<file path="src/rtl/instrumented_adder_pkg.sv">
// Shared types and default widths for the instrumented-adder ring-oscillator counter.
package instrumented_adder_pkg;

    localparam int unsigned COUNT_W_DEF     = 32;
    localparam int unsigned GATE_W_DEF      = 32;
    localparam int unsigned SYNC_STAGES_DEF = 2;

    typedef enum logic [1:0] {
        ST_IDLE    = 2'd0,
        ST_ARM     = 2'd1,
        ST_MEASURE = 2'd2
    } state_e;

endpackage

</file>
<file path="src/rtl/instrumented_adder_ro_counter_ro_sync_edge.sv">
// Synchronises the asynchronous ring-oscillator level and produces single-cycle
// rise/fall pulses against a history flop that is only advanced while tracking.
module ro_sync_edge
    import instrumented_adder_pkg::*;
#(
    parameter int unsigned SYNC_STAGES = SYNC_STAGES_DEF
) (
    input  logic clk,
    input  logic rst,
    input  logic ro,
    input  logic load_hist,
    input  logic track,
    output logic rise_c,
    output logic fall_c
);

    logic [SYNC_STAGES-1:0] sync_q;
    logic                   hist_q;
    logic                   level;

    assign level = sync_q[SYNC_STAGES-1];

    // Synchroniser chain and edge history; history is seeded on load so the first
    // tracked cycle never reports a stale edge.
    always_ff @(posedge clk) begin
        if (rst) begin
            sync_q <= '0;
            hist_q <= 1'b0;
        end else begin
            sync_q <= {sync_q[SYNC_STAGES-2:0], ro};
            if (load_hist || track) begin
                hist_q <= level;
            end
        end
    end

    assign rise_c = track &  level & ~hist_q;
    assign fall_c = track & ~level &  hist_q;

endmodule

</file>
<file path="src/rtl/instrumented_adder_ro_counter.sv">
// Gated edge counter for the adder ring oscillator: counts synchronised ro_in edges
// over N clocks. Define RO_DUAL_EDGE_EN to count both rising and falling edges.
module instrumented_adder_ro_counter
    import instrumented_adder_pkg::*;
#(
    parameter int unsigned COUNT_W     = COUNT_W_DEF,
    parameter int unsigned GATE_W      = GATE_W_DEF,
    parameter int unsigned SYNC_STAGES = SYNC_STAGES_DEF
) (
    input  logic               wb_clk_i,
    input  logic               wb_rst_i,
    input  logic               ro_in,
    input  logic               start,
    input  logic [GATE_W-1:0]  gate_cycles,
    output logic               busy,
    output logic [COUNT_W-1:0] count_out,
    output logic               count_valid,
    output logic               overflow
);

`ifdef RO_DUAL_EDGE_EN
    localparam logic DUAL_EDGE = 1'b1;
`else
    localparam logic DUAL_EDGE = 1'b0;
`endif

    localparam logic [COUNT_W-1:0] COUNT_MAX = {COUNT_W{1'b1}};

    state_e              state_q;
    state_e              state_next;
    logic [GATE_W-1:0]   n_q;
    logic [GATE_W-1:0]   n_next;
    logic [GATE_W-1:0]   gate_q;
    logic [GATE_W-1:0]   gate_next;
    logic [COUNT_W-1:0]  count_next;
    logic                valid_next;
    logic                ovf_next;
    logic                busy_next;
    logic                load_hist_c;
    logic                track_c;
    logic                rise_c;
    logic                fall_c;
    logic                edge_c;

    ro_sync_edge #(
        .SYNC_STAGES (SYNC_STAGES)
    ) u_sync_edge (
        .clk       (wb_clk_i),
        .rst       (wb_rst_i),
        .ro        (ro_in),
        .load_hist (load_hist_c),
        .track     (track_c),
        .rise_c    (rise_c),
        .fall_c    (fall_c)
    );

    assign edge_c = rise_c | (DUAL_EDGE & fall_c);

    // State and output registers.
    always_ff @(posedge wb_clk_i) begin
        if (wb_rst_i) begin
            state_q     <= ST_IDLE;
            n_q         <= '0;
            gate_q      <= '0;
            count_out   <= '0;
            count_valid <= 1'b0;
            overflow    <= 1'b0;
            busy        <= 1'b0;
        end else begin
            state_q     <= state_next;
            n_q         <= n_next;
            gate_q      <= gate_next;
            count_out   <= count_next;
            count_valid <= valid_next;
            overflow    <= ovf_next;
            busy        <= busy_next;
        end
    end

    // Next-state and next-output logic.
    always_comb begin
        state_next  = state_q;
        n_next      = n_q;
        gate_next   = gate_q;
        count_next  = count_out;
        valid_next  = count_valid;
        ovf_next    = overflow;
        load_hist_c = 1'b0;
        track_c     = 1'b0;

        unique case (state_q)
            ST_IDLE: begin
                if (start) begin
                    n_next     = gate_cycles;
                    count_next = '0;
                    ovf_next   = 1'b0;
                    valid_next = (gate_cycles == '0);
                    if (gate_cycles != '0) begin
                        state_next = ST_ARM;
                    end
                end
            end
            ST_ARM: begin
                load_hist_c = 1'b1;
                gate_next   = n_q;
                state_next  = ST_MEASURE;
            end
            ST_MEASURE: begin
                track_c   = 1'b1;
                gate_next = gate_q - GATE_W'(1);
                if (edge_c) begin
                    if (count_out == COUNT_MAX) begin
                        ovf_next = 1'b1;
                    end else begin
                        count_next = count_out + COUNT_W'(1);
                    end
                end
                // gate_q can only be 0 here if the window was corrupted; exit anyway.
                if (gate_q <= GATE_W'(1)) begin
                    state_next = ST_IDLE;
                    valid_next = 1'b1;
                end
            end
            default: begin
                state_next = ST_IDLE;
            end
        endcase

        busy_next = (state_next != ST_IDLE);
    end

endmodule

</file>
<file path="config.mk">
export PLATFORM = sky130hd
export DESIGN_NAME = instrumented_adder_ro_counter
export DESIGN_NICKNAME = d
export VERILOG_FILES = /design/src/rtl/instrumented_adder_pkg.sv /design/src/rtl/instrumented_adder_ro_counter_ro_sync_edge.sv /design/src/rtl/instrumented_adder_ro_counter.sv
export SDC_FILE = /design/constraint.sdc
export NUM_CORES = 1
export LEC_CHECK = 0
export ABC_AREA = 1
export CAP_MARGIN = 5
export CORE_MARGIN = 2
export CORE_UTILIZATION = 45
export DETAILED_ROUTE_END_ITERATION = 7
export PLACE_DENSITY = 0.66
export SYNTH_ARGS = -nofsm -noshare
export SYNTH_HDL_FRONTEND = slang
export SYNTH_SLANG_ARGS = --single-unit
export TNS_END_PERCENT = 1
</file>
<file path="constraint.sdc">
create_clock -name wb_clk_i -period 5.52 [get_ports wb_clk_i]
set_input_delay 1.38 -clock wb_clk_i [delete_from_list [all_inputs] [get_ports wb_clk_i]]
set_output_delay 1.38 -clock wb_clk_i [all_outputs]
set_load 0.02 [all_outputs]
</file>
==> run_results.csv <==
group,metric,value,unit
outcome,status,"complete, no violations",
clock_network,cts-buffers-inserted,9,
power_and_ir_drop,leakagePower,2.70,nW
drt,viasPerCell,5.11,
logic_synthesis,yosysTopAreaCell,"dfxtp_1",
logic_synthesis,syn_inst,977,
finish,syn_to_final_growth,18.2,%
global_route,gr-total-overflow,0,
worst_setup_path,r2r_end,"count_out[14]",
floorplan,fp.dieArea,0.0143,sq mm
global_route,grt_first_pass_wirelength,27300,um
finish,fin_area,0.00708,sq mm
worst_setup_path,cp-start-kind,"input port",
clock_network,numClockSinks,104,
finish,layout.nets,1069,
logic_synthesis,seq_area_frac_synth,34.7,%
timing,finClkSkew,0.00541,ns
finish,final_cell_mix,"nor2_1 (243), nand2_1 (217), dfxtp_1 (104), a21oi_1 (88), inv_1 (81)",
clock_network,htree_num_levels,3,
min_path,holdPathStages,2,
placed_design,gp_congestion,0.906,
worst_setup_path,worstPathRequired,5.73,ns
clock_network,clk_path_buf_depth,2,
worst_setup_path,reg2regPathDepth,11,
clock_network,cts-root-buf,"clkbuf_16",
clock_network,cts_tree,"done",
timing,min_period,3.29,ns
drt,post_drt_wl_per_cell,13.4,um
clock_network,post_cts_resized,0,
min_path,hold_path.class,"register to register",
drt,drtIter0Drc,532,
worst_setup_path,critPathSlowestCell,"clkdlybuf4s50_1",
clock_network,clock_latency,0.36,ns
clock_network,clk_pin_slew,0.07,ns
logic_synthesis,avgSynthCellArea,6.13,sq um
worst_setup_path,cp_slowest_stage_delay,0.41,ns
finish,final_core_util,53.9,%
timing,setup_viol,0,
worst_setup_path,path_cells,"clkdlybuf4s50_1 -> nand2_1 -> buf_4 -> inv_1 -> a21oi_1 -> nor2_1 -> buf_4 -> nand2_4 -> inv_2 -> nand2_1 -> a21oi_1",
worst_setup_path,crit_path_end_kind,"register",
power_and_ir_drop,p_per_area,372,mW/mm^2
floorplan,core,0.0131,sq mm
timing,worstMarginPinSlew,0.861,ns
global_route,grt_use_total,23.5,%
timing,fin_crit_sh,59.5,%
floorplan,num_rows,42,
placed_design,port-buffer-count,70,
logic_synthesis,synth_top_area_share,34.7,%
clock_network,cts_setup_buffers,0,
finish,instances_no_fill,1206,
global_route,grt_max_degree,62,
floorplan,start_util,45.6,%
timing,rsz0062_at_grt,"false",
worst_setup_path,rrSetupSlack,2.53,ns
drt,drt_wl_total,16100,um
drt,drtAntennaViolNets,0,
power_and_ir_drop,vdd_ir_drop_max,0.191,mV
min_path,hold_start,"u_sync_edge.sync_q[0]",
logic_synthesis,ys_ff_latch,104,
placed_design,dp_cells,1191,
clock_network,cts_hold_buffers,0,
worst_setup_path,cp_max_fo,46,
finish,n_antenna_cell,0,
logic_synthesis,yosysWarningCount,0,
floorplan,fp.dieW,119,um
placed_design,postPlaceCellArea,0.00680,sq mm
worst_setup_path,critical_path_arrival,3.49,ns
floorplan,die_y,119,um
timing,fin_tns_setup,0,ns
placed_design,dp_hpwl,11500,um
logic_synthesis,syn_area,0.00599,sq mm
global_route,grt_antenna_before_repair,0,
drt,post-route-drc-count,0,
timing,fmax,0.304,GHz
logic_synthesis,synthTopCellsByArea,"dfxtp_1 (35%), nor2_1 (15%), nand2_1 (14%)",
timing,finalHoldViolCount,0,
logic_synthesis,syn_nets,1020,
finish,drive_gt1_share,3.69,%
worst_setup_path,criticalPathCategory,"input port to register",
drt,via_count,6166,
min_path,min_to,"u_sync_edge.sync_q[1]",
finish,layout_commonest_cell,"nor2_1",
finish,fill_cells,1375,
global_route,grt_pass1_vias,5637,
floorplan,io_pins,71,
timing,finalMaxSlewViolations,0,
worst_setup_path,r2r_start,"state_q[0]",
run,maxCapViolations,0,
drt,dr.pass1.iters,5,
timing,maxSlewHeadroom,42.6,%
logic_synthesis,synth_cell_types,33,
-- flip-flops by register name, summed over array words and instances, names as in the netlist, 2 cells and up --
register and cells:
state_q 2, count_out 32, n_q 32, u_sync_edge.sync_q 2, gate_q 32
-- how the worst max path moves through the flow --
stage / from / to / slack [ns] / depth (start not counted)
final: start / count_out[4] / 2.23 / 11
after global routing: start / count_out[18] / 1.99 / 12
after CTS: start / count_out[4] / 2.23 / 11
after detailed placement: start / count_out[12] / 1.85 / 11
after global placement: start / count_out[13] / 1.93 / 11
after floorplan: start / count_out[25] / 2.92 / 9
-- through the flow --
step	hold slack [ns]	setup slack (ns)	power, mW
final	0.409	2.23	2.63
after global routing	0.440	1.99	2.83
after CTS	0.420	2.23	2.63
after detailed placement	0.401	1.85	1.99
after global placement	0.400	1.93	1.98
after floorplan	0.388	2.92	1.72
-- critical path: cells and delay by family --
kind	cells	cell delay, ns
buf+inv	5	1.27
simple gates	4	0.52
compound gates	2	0.30
-- report_power, final --
| part | switching, mW | total (mW) | internal, mW |
|---|---|---|---|
| sequential | 0.0692 | 0.915 | 0.846 |
| combinational | 0.726 | 1.08 | 0.349 |
| clock | 0.283 | 0.643 | 0.360 |
| total | 1.08 | 2.63 | 1.55 |
-- routing by layer --
layer,GRT usage (%),routed length (um),vias up
met5,0,0,-
met4,5.96,215,0
met3,4.45,913,21
met2,36.7,7110,150
met1,33.4,7900,2783
li1,-,-,3212
-- cell families (layout without fill, tap and decap cells) --
kind of cell / Yosys count / count (layout) / share of synthesized area [%]
xor gates and xnor gates: 20 / 20 / 2.92
buffers and inverters: 122 / 175 / 8.00
AOI/OAI and AO/OA: 167 / 167 / 14.5
adders and majority gates: 7 / 7 / 1.46
and+or+nand+nor: 557 / 557 / 38.4
DFF: 104 / 104 / 34.7
-- layout make-up --
class | instances | area [sq um] | area share (%)
clock buffers | 11 | 243 | 3.43
clock inverters | 4 | 45.0 | 0.636
inverters | 83 | 312 | 4.40
multi-input cells | 751 | 3430 | 48.5
flip-flops and latches | 104 | 2080 | 29.4
well taps | 176 | 220 | 3.11
repair buffers | 77 | 748 | 10.6
-- Yosys cell counts --
master      n
a21oi_1    88
buf_1       6
xnor2_1    10
and3_1      1
nor3b_1     1
and2_1      2
nor2_4      4
ha_1        7
xor2_1     10
nor2_1    243
clkbuf_1   26
nor4_1      1
nand4_1     8
inv_1      81
dfxtp_1   104
a211oi_1    2
nand3_1    55
buf_6       2
nor2_2      2
inv_2       2
o21ai_0    66
nand2_2     2
nor3_1     11
buf_2       5
nand3b_1    6
a221oi_1    1
nand2_1   217
o211ai_1    7
nand2_4     3
a21oi_2     1
o21a_1      1
o31ai_1     1
nor3_2      1
No activity file was read; power rests on OpenSTA's default activity.
